### src/rtl/prbs_pkg.sv
// Shared constants, FSM state type and saturating-increment helpers for the PRBS31 checker.
package prbs_pkg;

  localparam int unsigned PRBS_LEN = 31;
  localparam int unsigned TAP_A    = 31;
  localparam int unsigned TAP_B    = 28;

  localparam int unsigned CNT_W    = 64;
  localparam int unsigned LOSS_W   = 16;
  localparam int unsigned FILL_W   = $clog2(PRBS_LEN);

  typedef enum logic [1:0] {
    StHunt,
    StCheck,
    StLocked
  } chk_state_e;

  function automatic logic [CNT_W-1:0] sat_inc_cnt(input logic [CNT_W-1:0] v);
    return (&v) ? v : v + CNT_W'(1);
  endfunction

  function automatic logic [LOSS_W-1:0] sat_inc_loss(input logic [LOSS_W-1:0] v);
    return (&v) ? v : v + LOSS_W'(1);
  endfunction

endpackage

### src/rtl/prbs31_predictor.sv
// 31-bit PRBS31 history register with tap XOR prediction.
// Loads the received bit while acquiring and its own prediction while locked.
module prbs31_predictor
  import prbs_pkg::*;
(
  input  logic clk,
  input  logic rst_n,
  input  logic rx_bit,
  input  logic use_pred,
  output logic pred_bit
);

  // hist_q[k-1] holds the bit received k bits ago
  logic [PRBS_LEN-1:0] hist_q;
  logic                load_bit;

  assign pred_bit = hist_q[TAP_A-1] ^ hist_q[TAP_B-1];
  assign load_bit = use_pred ? pred_bit : rx_bit;

  always_ff @(posedge clk or negedge rst_n) begin
    if (!rst_n) begin
      hist_q <= '0;
    end else begin
      hist_q <= {hist_q[PRBS_LEN-2:0], load_bit};
    end
  end

endmodule

### config.mk
export PLATFORM = sky130hd
export DESIGN_NAME = prbs31_predictor
export DESIGN_NICKNAME = d
export VERILOG_FILES = /design/src/rtl/prbs_pkg.sv /design/src/rtl/prbs31_predictor.sv
export SDC_FILE = /design/constraint.sdc
export NUM_CORES = 1
export LEC_CHECK = 0
export ABC_AREA = 1
export CELL_PAD_IN_SITES_DETAIL_PLACEMENT = 2
export CELL_PAD_IN_SITES_GLOBAL_PLACEMENT = 2
export CORE_ASPECT_RATIO = 1.5
export CORE_MARGIN = 4
export CORE_UTILIZATION = 41
export DETAILED_ROUTE_END_ITERATION = 8
export PLACE_DENSITY_LB_ADDON = 0.1
export SYNTH_ARGS = -nofsm -noshare
export SYNTH_HDL_FRONTEND = slang
export SYNTH_SLANG_ARGS = --single-unit
### constraint.sdc
create_clock -name clk -period 0.94 [get_ports clk]
set_input_delay 0.188 -clock clk [delete_from_list [all_inputs] [get_ports clk]]
set_output_delay 0.188 -clock clk [all_outputs]
set_load 0.005 [all_outputs]
# After elaboration in Yosys (flattened, before gate mapping)
# Cells that the tools add are included.
dict set report classes {
  bitwise 1
  muxes 1
}
# operator count
set ops {}
lappend ops {{$mux W1} 1}
lappend ops {{$xor A1 B1 Y1} 1}
dict set report totals {
  regBits 31
  wordCells 3
  out_inout_bits 1
}

# Logic depth before layout (Yosys ltp)
dict set report logic_depth {
  ltp_word 2
  ltp_mapped 4
  mapped_depth_nobuf 4
}

# Least setup slack after synthesis
# No wires, ideal clock.
dict set report synth_path {
  path_type {register to output}
  start {reg hist_q[27]}
  end {out pred_bit}
  required_ns 0.752
  stages_incl_launch_ff 4
  arrival_time_ns 0.592
  path_slack_ns 0.160
  cell_sequence {dfrtp_1 inv_1 nand2_1 and2_1}
}
dict set report synth_between {
  elab_chain_len 1
}
# element line
set synth_rtl {}
lappend synth_rtl {{from (decl)} prbs31_predictor.sv:14} ;# logic [PRBS_LEN-1:0] hist_q;
lappend synth_rtl {{from (signal assigned)} prbs31_predictor.sv:24} ;# hist_q <= {hist_q[PRBS_LEN-2:0], load_bit};
lappend synth_rtl {{$xor A1 B1 Y1} prbs31_predictor.sv:17} ;# assign pred_bit = hist_q[TAP_A-1] ^ hist_q[TAP_B-1];
lappend synth_rtl {{to (decl)} prbs31_predictor.sv:10} ;# output logic pred_bit
# No other way between the ends.

# Worst setup path after layout
# Ends and elaborated chain as after synthesis.

==> impl_metrics.csv <==
group,metric,value,unit
clock_tree,ctsLongestPathBuffers,2,
job,maxCapViolCount,0,
sta,final.min_clock_period,1291,ps
sta,max_slew.worst_pin.slew,154.4,ps
sta,fin_crit_sh,1.373,
layout,fin_cells,74,
placement,post-place-cells,67,
outcome,violations,"setup timing",
worst_setup_path,critPathKind,"flip-flop to primary output",
synthesis,synth_warnings,0,
route,num_vias,335,
min_path,hold_class,"input pin to asynchronous set/reset pin",
die,die_y,62.55,um
synthesis,ys_seq_area_frac,0.9538,
power_and_ir_drop,ir_drop,1010,uV
layout,fillCellCount,172,
layout,largest_reg_flops,31,
route,antenna_left,0,
worst_setup_path,cp-end-kind,"primary output",
synthesis,postSynthRegisterBits,31,
sta,finalSetupTns,-350.8,ps
placement,port_buffers,4,
placement,gp_congestion,0.6614,
worst_setup_path,startpoint,"hist_q[27]$_DFF_PN0_",
layout,top_register,"hist_q",
layout,final_nets,57,
sta,finalSetupViolations,1,
grt,grt_max_degree,32,
route,drc,0,
sta,fin_hold_ws,221.2,ps
sta,worst_slack,-350.8,ps
clock_tree,htree_num_levels,2,
clock_tree,insertion_delay,320,ps
synthesis,avgSynthCellArea,20.33,sq um
worst_setup_path,cp_slowest_stage_delay,410,ps
route,via_per_inst,4.527,
worst_setup_path,critPathMaxFanout,3,
worst_setup_path,start_kind,"flip-flop",
placement,dpl.hpwl,672.9,um
synthesis,synth_cell_types,5,
die,die_area,2775,sq um
die,start_util,0.4386,
route,drt_iter0_markers,2,
layout,most-common-layout-cells,"31 x dfrtp_1, 5 x clkbuf_4, 3 x nand2_1, 3 x clkdlybuf4s50_1, 2 x inv_1",
worst_setup_path,critPathArrivalTime,1100,ps
layout,multiInputGateArea,28.78,sq um
route,routed_wl,1070,um
layout,drive_gt1_frac,0.2264,
clock_tree,clk_pin_slew,90,ps
clock_tree,cts_root_buf,"clkbuf_4",
grt,antenna_found_initial,0,
sta,timing.slew.headroom,0.8971,
sta,finalHoldViolCount,0,
worst_setup_path,crit_slowest_cell,"dfrtp_1",
worst_setup_path,reg2reg_to,"hist_q[0]$_DFF_PN0_",
die,placementRows,19,
layout,seqCellArea,775.7,sq um
layout,top_regs,"hist_q x31",
layout,layout_commonest_cell,"dfrtp_1",
worst_setup_path,r2r-start,"hist_q[30]$_DFF_PN0_",
clock_tree,cts_made_buffers,5,
synthesis,syn_area,813.3,sq um
worst_setup_path,crit_path_cell_trace,"inv_1 > nand2_1 > and2_1 > buf_2",
die,coreArea,1854,sq um
power_and_ir_drop,leakage,0.4752,nW
worst_setup_path,crit_family,"flip-flops",
die,ios,5,
die,die_x,44.37,um
grt,grt_overflow,0,
synthesis,syn-num-nets,44,
clock_tree,clock_sinks,31,
route,routedWlPerCell,14.46,um
outcome,status,"finished, violations left",
worst_setup_path,cp.required,750,ps
sta,slew_viol_final,0,
clock_tree,cts_tree,"yes",
layout,diodes,0,
clock_tree,postCtsSetupBuffers,0,
worst_setup_path,reg2reg_depth,4,
grt,grt_pass1_wl,1980,um
worst_setup_path,cp_num_cells,4,
power_and_ir_drop,power.density,2353,nW/um^2
route,first_pass_iters,2,
synthesis,netlist_instances,40,
power_and_ir_drop,power.total,2.261,mW
worst_setup_path,rrSetupSlack,100,ps
worst_setup_path,worst-path-buf-inv,2,
sta,fin_skew,11.39,ps
grt,track_usage,0.1112,
sta,rsz0062_at_grt,"yes",
layout,synthToLayoutAreaGrowth,18.15,%
grt,grt_pass1_vias,418,
clock_tree,cts_hold_buf,0,
placement,place_ws,-335.9,ps
sta,max_freq,774.7,MHz
## where the power goes
part	leakage, nW	internal [mW]	switching [mW]	total [mW]
combinational	0.0570	0.0286	0.0355	0.0642
sequential	0.384	1.43	0.0343	1.47
clock	0.0341	0.346	0.385	0.731
total	0.475	1.81	0.455	2.26
## synthesized netlist by cell type
cell type,number,area [sq um]
and2_1,1,6.260
dfrtp_1,31,775.7
inv_1,3,11.26
nand2_1,4,15.01
nand3_1,1,5.000
## timing repair
item	CTS	global route
pin swaps	1	1
endpoints found under the setup margin	1	1
resized for setup	5	1
## how the worst max path moves through the flow
stage / slack [ps] / to
5_1_grt: -440 / pred_bit
3_3_place_gp: -300 / pred_bit
2_1_floorplan: 160 / pred_bit
3_5_place_dp: -340 / pred_bit
6_report: -350 / pred_bit
4_1_cts: -380 / pred_bit
## logic make-up after synthesis
family | after synthesis | share of synthesized area
flops | 31 | 0.9538
simple gates | 6 | 0.03230
buf+inv | 3 | 0.01385
## metrics by stage
stage | utilization | instance area [sq um]
after floorplan | - | 813.3
after global placement | 0.4892 | 907.1
after detailed placement | 0.4892 | 907.1
after CTS | 0.5182 | 960.9
after global routing | 0.5182 | 960.9
final | 0.5182 | 960.9
## per-layer routing
metal | wire (um) | vias to the layer above | global-route usage | part of all wire
met5 | 0 | - | 0 | 0
met3 | 47 | 8 | 0.06052 | 0.044
met2 | 529 | 7 | 0.1478 | 0.49
li1 | - | 143 | - | -
met4 | 57 | 0 | 0.1019 | 0.053
met1 | 434 | 177 | 0.1211 | 0.41
## final cells by class
class,instances,area share
Sequential cell,31,0.8073
Inverter,3,0.01172
Tap cell,21,0.02734
Clock buffer,6,0.05339
Clock inverter,1,0.005208
Multi-Input combinational cell,6,0.02995
Timing Repair Buffer,6,0.06510
(Power assumes the default switching activity.)
